<file path="config.mk">
export PLATFORM = sky130hd
export DESIGN_NAME = pht_access_scheduler
export DESIGN_NICKNAME = d
export VERILOG_FILES = /design/src/rtl/pht_access_scheduler.sv
export SDC_FILE = /design/constraint.sdc
export NUM_CORES = 1
export LEC_CHECK = 0
export ABC_AREA = 1
export CAP_MARGIN = 20
export CORE_ASPECT_RATIO = 1.4
export CORE_MARGIN = 3
export CORE_UTILIZATION = 24
export CTS_BUF_LIST = sky130_fd_sc_hd__clkbuf_8
export DETAILED_ROUTE_END_ITERATION = 16
export DONT_BUFFER_PORTS = 1
export HOLD_SLACK_MARGIN = 0.03
export PLACE_DENSITY = 0.49
export SYNTH_ARGS = -nofsm -noshare
export SYNTH_HDL_FRONTEND = slang
export SYNTH_SLANG_ARGS = --single-unit
</file>
<file path="constraint.sdc">
create_clock -name clk -period 3.15 [get_ports clk]
set_clock_uncertainty 0.15 [all_clocks]
set_input_delay 0.4725 -clock clk [delete_from_list [all_inputs] [get_ports clk]]
set_output_delay 0.4725 -clock clk [all_outputs]
set_load 0.02 [all_outputs]
</file>
<file path="src/rtl/pht_access_scheduler.sv">
// Port sequencer for the single-port PHT SRAM: init walk, read/update arbitration, update FIFO, RMW.
// Optional statistics counters are built when PHT_STATS_EN is defined.
module pht_access_scheduler #(
  parameter int unsigned INDEX_W    = 9,
  parameter int unsigned CNT_W      = 2,
  parameter int unsigned FIFO_DEPTH = 4,
  parameter int unsigned INIT_VAL   = 1
) (
  input  logic               clk,
  input  logic               rst_n,
  input  logic               i_rd_valid,
  input  logic [INDEX_W-1:0] i_rd_index,
  output logic               o_rd_ready,
  output logic               o_rd_valid,
  output logic               o_rd_taken,
  output logic [CNT_W-1:0]   o_rd_counter,
  input  logic               i_up_valid,
  input  logic [INDEX_W-1:0] i_up_index,
  input  logic               i_up_taken,
  output logic               o_up_ready,
  output logic               o_mem_en,
  output logic               o_mem_we,
  output logic [INDEX_W-1:0] o_mem_addr,
  output logic [CNT_W-1:0]   o_mem_wdata,
  input  logic [CNT_W-1:0]   i_mem_rdata,
  output logic               o_init_busy,
  output logic [31:0]        o_stat_stall_cnt,
  output logic [31:0]        o_stat_upd_cnt
);

  localparam int unsigned PTR_W     = $clog2(FIFO_DEPTH);
  localparam int unsigned CNTF_W    = PTR_W + 1;
  localparam int unsigned LAST_ADDR = (1 << INDEX_W) - 1;
  localparam int unsigned CNT_MAX   = (1 << CNT_W) - 1;

  typedef enum logic [1:0] {
    ST_INIT   = 2'd0,
    ST_RUN    = 2'd1,
    ST_UPD_RD = 2'd2,
    ST_UPD_WR = 2'd3
  } state_e;

  state_e             state_q, state_d;
  logic [INDEX_W-1:0] init_addr_q, init_addr_d;
  logic               rd_valid_q, rd_valid_d;
  logic [PTR_W-1:0]   wr_ptr_q, wr_ptr_d;
  logic [PTR_W-1:0]   rd_ptr_q, rd_ptr_d;
  logic [CNTF_W-1:0]  count_q, count_d;
  logic [INDEX_W-1:0] fifo_idx_q [FIFO_DEPTH];
  logic               fifo_tkn_q [FIFO_DEPTH];

  logic               full;
  logic               push;
  logic               pop;
  logic               rd_grant;
  logic [INDEX_W-1:0] head_idx;
  logic               head_tkn;
  logic [CNT_W-1:0]   sat_val;
  logic               mem_en_c;
  logic               mem_we_c;
  logic [INDEX_W-1:0] mem_addr_c;
  logic [CNT_W-1:0]   mem_wdata_c;

  assign full       = (count_q == CNTF_W'(FIFO_DEPTH));
  assign o_rd_ready = (state_q == ST_RUN) && !full;
  assign o_up_ready = (state_q != ST_INIT) && (count_q < CNTF_W'(FIFO_DEPTH));
  assign push       = i_up_valid && o_up_ready;
  assign pop        = (state_q == ST_UPD_WR);
  assign rd_grant   = i_rd_valid && o_rd_ready;
  assign head_idx   = fifo_idx_q[rd_ptr_q];
  assign head_tkn   = fifo_tkn_q[rd_ptr_q];

  // Saturating step of the counter returned by the UPD_RD read
  always_comb begin
    sat_val = i_mem_rdata;
    if (head_tkn) begin
      if (i_mem_rdata != CNT_W'(CNT_MAX)) sat_val = i_mem_rdata + CNT_W'(1);
    end else begin
      if (i_mem_rdata != '0) sat_val = i_mem_rdata - CNT_W'(1);
    end
  end

  // FIFO bookkeeping; pointers wrap naturally since depth is a power of two
  always_comb begin
    wr_ptr_d = wr_ptr_q;
    rd_ptr_d = rd_ptr_q;
    count_d  = count_q;
    if (push) wr_ptr_d = wr_ptr_q + PTR_W'(1);
    if (pop)  rd_ptr_d = rd_ptr_q + PTR_W'(1);
    unique case ({push, pop})
      2'b10:   count_d = count_q + CNTF_W'(1);
      2'b01:   count_d = count_q - CNTF_W'(1);
      default: count_d = count_q;
    endcase
  end

  // Next state and SRAM port control; RUN decisions use the post-push occupancy
  always_comb begin
    state_d     = state_q;
    init_addr_d = init_addr_q;
    rd_valid_d  = 1'b0;
    mem_en_c    = 1'b0;
    mem_we_c    = 1'b0;
    mem_addr_c  = '0;
    mem_wdata_c = '0;
    unique case (state_q)
      ST_INIT: begin
        mem_en_c    = 1'b1;
        mem_we_c    = 1'b1;
        mem_addr_c  = init_addr_q;
        mem_wdata_c = CNT_W'(INIT_VAL);
        init_addr_d = init_addr_q + INDEX_W'(1);
        if (init_addr_q == INDEX_W'(LAST_ADDR)) begin
          init_addr_d = '0;
          state_d     = ST_RUN;
        end
      end
      ST_RUN: begin
        if (rd_grant) begin
          mem_en_c   = 1'b1;
          mem_addr_c = i_rd_index;
          rd_valid_d = 1'b1;
        end
        if (count_d == CNTF_W'(FIFO_DEPTH)) begin
          state_d = ST_UPD_RD;
        end else if (!rd_grant && (count_d != '0)) begin
          state_d = ST_UPD_RD;
        end
      end
      ST_UPD_RD: begin
        mem_en_c   = 1'b1;
        mem_addr_c = head_idx;
        state_d    = ST_UPD_WR;
      end
      ST_UPD_WR: begin
        mem_en_c    = 1'b1;
        mem_we_c    = 1'b1;
        mem_addr_c  = head_idx;
        mem_wdata_c = sat_val;
        state_d     = ST_RUN;
      end
      default: state_d = ST_INIT;
    endcase
  end

  // The SRAM is silenced while reset is held so a reset landing mid-RMW never writes
  assign o_mem_en    = mem_en_c && rst_n;
  assign o_mem_we    = mem_we_c && rst_n;
  assign o_mem_addr  = mem_addr_c;
  assign o_mem_wdata = mem_wdata_c;

  assign o_init_busy  = (state_q == ST_INIT);
  assign o_rd_valid   = rd_valid_q;
  assign o_rd_counter = rd_valid_q ? i_mem_rdata : '0;
  assign o_rd_taken   = o_rd_counter[CNT_W-1];

  always_ff @(posedge clk) begin
    if (!rst_n) begin
      state_q     <= ST_INIT;
      init_addr_q <= '0;
      rd_valid_q  <= 1'b0;
      wr_ptr_q    <= '0;
      rd_ptr_q    <= '0;
      count_q     <= '0;
    end else begin
      state_q     <= state_d;
      init_addr_q <= init_addr_d;
      rd_valid_q  <= rd_valid_d;
      wr_ptr_q    <= wr_ptr_d;
      rd_ptr_q    <= rd_ptr_d;
      count_q     <= count_d;
    end
  end

  // Payload storage needs no reset; occupancy is tracked by count_q
  always_ff @(posedge clk) begin
    if (push) begin
      fifo_idx_q[wr_ptr_q] <= i_up_index;
      fifo_tkn_q[wr_ptr_q] <= i_up_taken;
    end
  end

`ifdef PHT_STATS_EN
  logic [31:0] stall_cnt_q, stall_cnt_d;
  logic [31:0] upd_cnt_q, upd_cnt_d;

  always_comb begin
    stall_cnt_d = stall_cnt_q;
    upd_cnt_d   = upd_cnt_q;
    if (i_rd_valid && !o_rd_ready && (state_q != ST_INIT)) stall_cnt_d = stall_cnt_q + 32'd1;
    if (state_q == ST_UPD_WR) upd_cnt_d = upd_cnt_q + 32'd1;
  end

  always_ff @(posedge clk) begin
    if (!rst_n) begin
      stall_cnt_q <= '0;
      upd_cnt_q   <= '0;
    end else begin
      stall_cnt_q <= stall_cnt_d;
      upd_cnt_q   <= upd_cnt_d;
    end
  end

  assign o_stat_stall_cnt = stall_cnt_q;
  assign o_stat_upd_cnt   = upd_cnt_q;
`else
  assign o_stat_stall_cnt = '0;
  assign o_stat_upd_cnt   = '0;
`endif

endmodule

</file>
==> results by group, run 1 <==
Outcome
  – Status: finished, final reports clean

Synthesis
  – Cells after Synth: 370
  – Main combinational cell family by area after synthesis: buffers and inverters
  – Number of synthesized flops with an enable pin: 40
  – Mux contribution to synthesized area: 0
  – Cell Area, Synth: 3360 um^2
  – #FFs+latches synth: just over 60
  – Fraction of the mapped netlist area in simple logic gates: 0.155
  – Post-synthesis cell type count: 30
  – Post-Synth Adder-Cell Area: 0.0507
  – Xor/xnor cell area share of the yosys netlist: 0.0101
  – Warnings from Yosys: 0
  – Synthesized area per cell: 9.07 um^2
  – Register area share after synthesis: 0.483
  – Synth Flop Type: edfxtp_1
  – Synth Area in Compound Gates: 0.106
  – Async set-reset flop share out of synthesis: 0

Cells and area
  – Nets@finish: 423
  – Finished Cell Area: 3600 um^2
  – Area Growth Syn to Fin: 7.38%
  – Post-layout util: 0.267
  – Final Instance Count excl. Fillers: between 500 and 600
  – Most frequent cells in the layout: 64 x conb_1, 50 x nand2_1, 42 x nor2_1, 40 x edfxtp_1
  – Most common cell after layout, fill and taps aside: conb_1
  – Fraction of layout cells with a size suffix above 1: 0.113
  – N_diodes: 0

Route
  – Drt first pass iters: 4
  – WL per Instance: between 10 and 15 um
  – Final WL: ~7500 um
  – DRC Markers: 0
  – DRT antenna net count: 0
  – Detailed Route Iter0 Violations: 78
  – Via-to-Cell Ratio: 3.99
  – Vias: between 2,000 and 2,500

Timing
  – Fmax: 0.365 GHz
  – Final hold viol count: 0
  – Fraction of the cycle the final worst path needs: 0.870
  – Final setup violation count: 0
  – Fin. max-slew vios: 0
  – Final setup TNS: 0 ns
  – Actual slew at the worst max-slew pin: 0.512 ns
  – Tmin final: ~2.7 ns
  – RSZ-0062 raised after global routing: no
  – Min Hold Slack: about 0.061 ns
  – Slew HR: 0.660

Pwr
  – P_leak: about 1.4 nW
  – Pwr Density: ~460 nW/um^2
  – Peak supply drop: just under 0.2 mV

Worst setup path
  – Crit. End Element: primary output
  – CP startpoint kind: flip-flop
  – Critical path class: reg2out
  – R2R Setup Slk: 0.44 ns
  – Worst-path fanout max: 11
  – Arrival @ worst endpoint: 2.12 ns
  – CP required: around 2.5 ns

Floorplan
  – Floorplan row count: 50
  – Die height: 146 um
  – Ports: 109
  – Core area: 13,500 um^2
  – DIE WIDTH: 106 um
  – Die Area: ~15,000 um^2
  – Initial Utilization: 0.248

CTS
  – Cts hold-fix bufs: 0
  – TritonCTS clock tree: built
  – Root buf cell: clkbuf_8
  – CTS Buf Count: 9
  – Clk Latency, worst-skew pair: 0.35 ns
  – Worst-path clk slew: 0.07 ns
  – Post-CTS sizing: 0
  – # Post-CTS Setup Buffers: 0
  – Clock Path Buffers: 2
  – H-tree depth: 3
  – Total clock sinks: 61

Place
  – Placed Area: 3400 um^2
  – Count of input and output buffers: 0
  – HPWL Detailed: 5600 um
  – GP Congestion: 0.735
  – Cells after DPL: about 560

GRT
  – Initial antenna violation count: 0
  – Global-route usage over all layers: 0.0994
  – Vias in the first global route: 2,214
  – Grt total ovfl: 0
  – Largest net degree at the start of global routing: 21
  – Global-route wire length before repair: 11,600 um

Hold path
  – Hold Path Class: in2reg

Run
  – Max-cap violations: 0
[registers in the layout, summed over array words and instances (netlist names), named ones only]
register,count
fifo_idx_q,36
state_q,2
wr_ptr_q,2
o_rd_valid,1
count_q,3
rd_ptr_q,2
fifo_tkn_q,4
init_addr_q,9
[metal layers]
metal	global-route usage	wire, um
met2	0.181	3910
met1	0.0978	2770
met4	0.0512	163
met5	0	0
met3	0.0355	613
[cells in the mapped netlist (2+ instances only)]
cell      count  share of area
nor3_1        2         0.0030
inv_2         4         0.0045
buf_2         8          0.012
nand3_1      23          0.034
nand2_2       3         0.0056
edfxtp_1     40           0.36
o21ai_1      15          0.022
ha_1         12          0.045
nand2_1      50          0.056
nor2_1       42          0.047
o22ai_1       8          0.015
a21oi_1      18          0.027
buf_4        67           0.15
dfxtp_1      21           0.13
inv_1        23          0.026
o21ai_0      12          0.018
xor2_1        2         0.0052
a31oi_1       8          0.015
[worst paths after layout]
check	start	end	cells past startpoint
setup / recovery	flip-flop	o_mem_wdata[0]	6
hold / removal	i_up_index[1]	fifo_idx_q[3][1]	0
setup reg to reg	state_q[0]	state_q[0]	13
hold reg to reg	rd_ptr_q[0]	rd_ptr_q[0]	1
[worst max-delay path, cell delays in order (launching register included)]
cell	delay, ns
dfxtp_1	0.60
inv_1	0.30
nand3_1	0.17
nand2_1	0.11
o21ai_1	0.09
nand3_1	0.07
a21oi_1	0.43
[area by class of cell]
cell class                      count  area (um^2)
Clock inverter                      7         75.1
Sequential cell                    61         1620
Timing Repair Buffer               18          135
Multi-Input combinational cell    268         1320
Fill cell                        1442         9910
Clock buffer                        9          124
Inverter                           27          101
Tap cell                          182          228
[where the power goes]
| part | leakage [nW] | internal [mW] | switching [mW] |
|---|---|---|---|
| combinational | 0.802 | 0.00974 | 0.0842 |
| clock | 0.0918 | 0.367 | 0.333 |
| sequential | 0.529 | 0.854 | 0.00420 |
| total | 1.42 | 1.23 | 0.422 |
[cells by family after synthesis]
family          count (synthesis)
flops                          61
buf+inv                       104
fa+ha+maj                      13
simple gates                  124
other cells                     1
compound gates                 64
xor+xnor                        3
[per-stage QoR]
stage | power [mW] | setup slack (ns)
6_report | 1.65 | 0.410
5_1_grt | 1.71 | 0.190
4_1_cts | 1.67 | 0.329
3_5_place_dp | 0.968 | 0.440
3_3_place_gp | 0.967 | 0.546
2_1_floorplan | 1.02 | 0.202
No activity file was read; power rests on OpenSTA's default activity.
==> run 2, diff against run 1 <==
--- a/config.mk
+++ b/config.mk
@@ -14,6 +14,7 @@
 export DETAILED_ROUTE_END_ITERATION = 16
 export DONT_BUFFER_PORTS = 1
 export HOLD_SLACK_MARGIN = 0.03
+export MAX_ROUTING_LAYER = met4
 export PLACE_DENSITY = 0.49
 export SYNTH_ARGS = -nofsm -noshare
 export SYNTH_HDL_FRONTEND = slang
==> run 2 against run 1 <==
Against the previous run:
- largest cell class unchanged
- utilization did not move
- critical path depth stayed put
- cell count unchanged
- die area stayed put
- critical path type unchanged
- global-route usage up 0.26 points
==> results by group, run 2 (synthesis gave the netlist of run 1 again) <==
Timing
  – Slew HR: 0.660
  – Fraction of the cycle the final worst path needs: 0.866
  – Final setup TNS: 0 ns
  – Fmax: between 0.3 and 0.4 GHz
  – Actual slew at the worst max-slew pin: 0.512 ns
  – RSZ-0062 raised after global routing: no
  – Final hold viol count: 0
  – Tmin final: 2.73 ns
  – Fin. max-slew vios: 0
  – Final setup violation count: 0

GRT
  – Initial antenna violation count: 0
  – Global-route usage over all layers: 0.102
  – Grt total ovfl: 0
  – Global-route wire length before repair: 11,600 um
  – Largest net degree at the start of global routing: 21
  – Vias in the first global route: 2,219

Pwr
  – P_leak: ~1.4 nW
  – PnR Total Power: 1.64 mW
  – Peak supply drop: 0.191 mV
  – Pwr Density: between 400 and 500 nW/um^2

Route
  – Vias: between 2,000 and 2,500
  – WL per Instance: ~13 um
  – DRT antenna net count: 0
  – Final WL: about 7400 um
  – Drt first pass iters: 4
  – Via-to-Cell Ratio: 3.97
  – Detailed Route Iter0 Violations: 81
  – DRC Markers: 0

Cells and area
  – Most common cell after layout, fill and taps aside: conb_1
  – Area Growth Syn to Fin: 7.38%
  – Finished Cell Area: 3600 um^2
  – Biggest regs: fifo_idx_q x36, init_addr_q x9, fifo_tkn_q x4
  – Most flop-heavy register: fifo_idx_q
  – Fraction of layout cells with a size suffix above 1: 0.113
  – Most frequent cells in the layout: 64 x conb_1, 50 x nand2_1, 42 x nor2_1, 40 x edfxtp_1
  – Max reg flops: 36
  – FILL cells: 1,442
  – Nets@finish: 423
  – N_diodes: 0

CTS
  – Clk Latency, worst-skew pair: 0.34 ns
  – H-tree depth: 3
  – Worst-path clk slew: 0.07 ns
  – Clock Path Buffers: 2
  – CTS Buf Count: 9
  – # Post-CTS Setup Buffers: 0
  – Root buf cell: clkbuf_8
  – Total clock sinks: around 60
  – Post-CTS sizing: 0
  – Cts hold-fix bufs: 0
  – TritonCTS clock tree: built

Worst setup path
  – CP startpoint kind: flip-flop
  – Critical path class: reg2out
  – Most frequent CP cell: nand3_1
  – CP required: roughly 2.5 ns
  – Critical Path Max Stage Delay: 0.59 ns
  – CP max stage cell: dfxtp_1
  – Arrival @ worst endpoint: 2.10 ns
  – Worst-path fanout max: 11
  – Crit. End Element: primary output
  – CP Cell Sequence: inv_1 -> nand3_1 -> nand2_1 -> o21ai_1 -> nand3_1 -> a21oi_1

Floorplan
  – Core area: ~14,000 um^2
  – Initial Utilization: 0.248
  – Ports: 109
  – Die Area: ~15,000 um^2
  – Die height: 146 um
  – DIE WIDTH: 106 um
  – Floorplan row count: 50

Place
  – Count of input and output buffers: 0
  – HPWL Detailed: 5600 um
  – GP Congestion: 0.744
  – Placed Area: 3400 um^2

Outcome
  – Status: finished, final reports clean

Hold path
  – Hold Path Class: in2reg

Run
  – Max-cap violations: 0
[run 2: cell counts in the layout (fill, tap and decap cells not counted)]
Identical to the previous run, type by type.
[run 2: metrics by stage]
stage | setup slack [ns] | utilization | std cells | hold slack, ns
after global placement | 0.546 | 0.252 | 556 | 0.306
after detailed placement | 0.440 | 0.252 | 556 | 0.314
after CTS | 0.329 | 0.267 | 572 | 0.0430
after floorplan | 0.202 | - | 433 | 0.294
final | 0.423 | 0.267 | 572 | 0.0701
after global routing | 0.191 | 0.267 | 572 | 0.0378
[run 2: path summary, 6_finish.rpt]
kind / start / cells after the start / slack (ns) / end
setup / recovery: flip-flop / 6 / 0.42 / o_mem_wdata[0]
hold / removal: i_up_index[1] / 0 / 0.07 / fifo_idx_q[1][1]
setup reg to reg: state_q[0] / 13 / 0.44 / state_q[0]
hold reg to reg: rd_ptr_q[0] / 1 / 0.33 / rd_ptr_q[0]
[run 2: cell type report]
cell class                 instances  area [um^2]  area share
timing repair buffer              18          135      0.0375
sequential                        61         1620       0.450
inverter                          27          101      0.0281
clock inverter                     7         75.1      0.0208
tap                              182          228      0.0632
clock buffer                       9          124      0.0344
multi-input combinational        268         1320       0.366
[run 2: report_power, final]
group / internal [mW] / switching, mW / leakage (nW)
clock network: 0.367 / 0.326 / 0.0918
logic: 0.00974 / 0.0842 / 0.802
registers: 0.854 / 0.00421 / 0.529
[run 2: routing by layer]
layer | global-route usage | vias to the layer above | wire, um
met5 | - | - | 0
met3 | 0.0355 | 7 | 600
met1 | 0.0978 | 1038 | 2760
met2 | 0.181 | 92 | 3960
li1 | - | 1135 | -
met4 | 0.0493 | 0 | 113
[run 2: critical path, delay by kind of cell, from the launching register on]
family | cells | cell delay [ns]
DFF | 1 | 0.59
AOI/OAI and AO/OA | 2 | 0.52
and+or+nand+nor | 3 | 0.35
buffers and inverters | 1 | 0.30
==> run 3, diff against run 2 <==
--- a/config.mk
+++ b/config.mk
@@ -9,13 +9,12 @@
 export CAP_MARGIN = 20
 export CORE_ASPECT_RATIO = 1.4
 export CORE_MARGIN = 3
-export CORE_UTILIZATION = 24
-export CTS_BUF_LIST = sky130_fd_sc_hd__clkbuf_8
+export CORE_UTILIZATION = 55
 export DETAILED_ROUTE_END_ITERATION = 16
 export DONT_BUFFER_PORTS = 1
 export HOLD_SLACK_MARGIN = 0.03
 export MAX_ROUTING_LAYER = met4
-export PLACE_DENSITY = 0.49
+export PLACE_DENSITY = 0.82
 export SYNTH_ARGS = -nofsm -noshare
 export SYNTH_HDL_FRONTEND = slang
 export SYNTH_SLANG_ARGS = --single-unit
==> run 3 against run 2 <==
Against the previous run:
- via count grew 1.5%
- sequential power is essentially flat
- hold slack gained 0.0062 ns
- global-route usage grew 9.0 points
- first-iteration DRC count grew 68%
- critical path depth grew 7
- register-to-register slack lost 0.02 ns
- routed wire length shrank 17%
- critical path type is now reg2reg
- critical endpoint is now state_q[0]
- largest power group unchanged
- highest routed layer unchanged
==> results by group, run 3 (synthesis gave the netlist of run 1 again) <==
Outcome
  – Status: finished, final reports clean

Cells and area
  – Most common cell after layout, fill and taps aside: conb_1
  – FILL cells: 492
  – Register area: 1620 um^2
  – N_diodes: 0
  – Fraction of layout cells with a size suffix above 1: 0.111
  – Final Instance Count excl. Fillers: 459
  – Most frequent cells in the layout: 64 x conb_1, 50 x nand2_1, 42 x nor2_1, 40 x edfxtp_1
  – Max reg flops: 36
  – Area Growth Syn to Fin: 2.95%
  – Area of the multi-input gates: 1320 um^2
  – Post-layout util: 0.585
  – Biggest regs: fifo_idx_q x36, init_addr_q x9, fifo_tkn_q x4
  – Nets@finish: 422
  – Most flop-heavy register: fifo_idx_q
  – Finished Cell Area: 3450 um^2

Worst setup path
  – CP startpoint kind: flip-flop
  – CP required: 3.24 ns
  – CP Cell Sequence: inv_1 -> ha_1 -> nor2_1 -> nand2_1 -> ha_1 -> fa_1 -> o21ai_1 -> and2_1 -> nand2_1 -> nand2_2 -> nand3_1 -> nand2_1 -> nor2_1
  – Critical Path Max Stage Delay: 0.44 ns
  – CP max stage cell: fa_1
  – Crit. End Element: flip-flop
  – Worst-path fanout max: 9
  – Most frequent CP cell: nand2_1
  – Arrival @ worst endpoint: 2.81 ns
  – Critical path class: reg2reg

Timing
  – Fraction of the cycle the final worst path needs: 0.866
  – Tmin final: 2.73 ns
  – Final setup violation count: 0
  – Fmax: 0.366 GHz
  – Fin. max-slew vios: 0
  – Final setup TNS: 0 ns
  – Final hold viol count: 0
  – RSZ-0062 raised after global routing: no

Place
  – GP Congestion: 0.937
  – Placed Area: 3260 um^2
  – Cells after DPL: 443
  – HPWL Detailed: 4660 um
  – Count of input and output buffers: 0

CTS
  – Clock Path Buffers: 2
  – Cts hold-fix bufs: 0
  – H-tree depth: 3
  – Root buf cell: clkbuf_8
  – CTS Buf Count: 9
  – Post-CTS sizing: 0
  – Clk Latency, worst-skew pair: 0.34 ns
  – Worst-path clk slew: 0.07 ns
  – # Post-CTS Setup Buffers: 0
  – TritonCTS clock tree: built
  – Total clock sinks: roughly 60

Pwr
  – Pwr Density: 469 nW/um^2
  – P_leak: between 1 and 1.5 nW
  – PnR Total Power: 1.62 mW
  – Peak supply drop: ~0.40 mV

Floorplan
  – Ports: between 100 and 150
  – Core area: a little under 6000 um^2
  – DIE WIDTH: 72.0 um
  – Floorplan row count: 33
  – Die height: 98.4 um
  – Initial Utilization: 0.568
  – Die Area: 7090 um^2

GRT
  – Vias in the first global route: 2,163
  – Initial antenna violation count: 0
  – Largest net degree at the start of global routing: 28
  – Global-route usage over all layers: 0.192
  – Grt total ovfl: 0
  – Global-route wire length before repair: slightly above 10,000 um

Route
  – Detailed Route Iter0 Violations: roughly 140
  – DRT antenna net count: 0
  – Final WL: 6200 um
  – DRC Markers: 0
  – WL per Instance: 13.5 um
  – Vias: about 2,300
  – Drt first pass iters: 4
  – Via-to-Cell Ratio: roughly 5

Hold path
  – Hold Path Class: in2reg

Run
  – Max-cap violations: 0
[run 3: changes by cell type in the layout (fill, tap and decap cells not counted)]
cell,change
buf_4,-1
clkinv_2,+1
clkinv_4,+1
clkinvlp_4,-2
[run 3: metrics by stage]
| stage | worst slack (ns) | hold slack [ns] |
|---|---|---|
| floorplan | 0.202 | 0.294 |
| CTS | 0.444 | 0.0593 |
| finish | 0.421 | 0.0763 |
| detailed placement | 0.446 | 0.323 |
| global placement | 0.562 | 0.302 |
| global route | 0.0749 | 0.0472 |
[run 3: final timing paths]
path            startpoint                to  slack, ns  cells after the start
min reg2reg    rd_ptr_q[0]       rd_ptr_q[0]       0.35                      1
max             state_q[0]        state_q[0]       0.42                     13
max reg2reg     state_q[0]        state_q[0]       0.42                     13
min          i_up_index[8]  fifo_idx_q[2][8]       0.08                      0
[run 3: critical path, delay by kind of cell, from the launching register on]
family	cells	cell delay (ns)
AND/OR/NAND/NOR	8	0.80
buffers and inverters	1	0.10
adder cells (fa/ha/maj)	3	0.96
flip-flops	1	0.41
AO/OA/AOI/OAI	1	0.20
[run 3: layer usage]
metal | global-route usage | routed length, um
met1 | 0.201 | 2250
met2 | 0.322 | 3280
met3 | 0.0704 | 483
met4 | 0.0810 | 180
met5 | - | 0
[run 3: cell type report]
type,count,area share
clock buffer,9,0.0359
clock inverter,7,0.0214
inverter,27,0.0293
multi-input combinational,268,0.382
sequential,61,0.469
tap,70,0.0254
timing repair buffer,17,0.0369
[run 3: power breakdown]
group          switching (mW)  internal [mW]  total, mW  leakage, nW
registers             0.00399          0.854      0.858        0.529
clock network           0.301          0.367      0.668       0.0996
logic                  0.0834        0.00965     0.0931        0.797
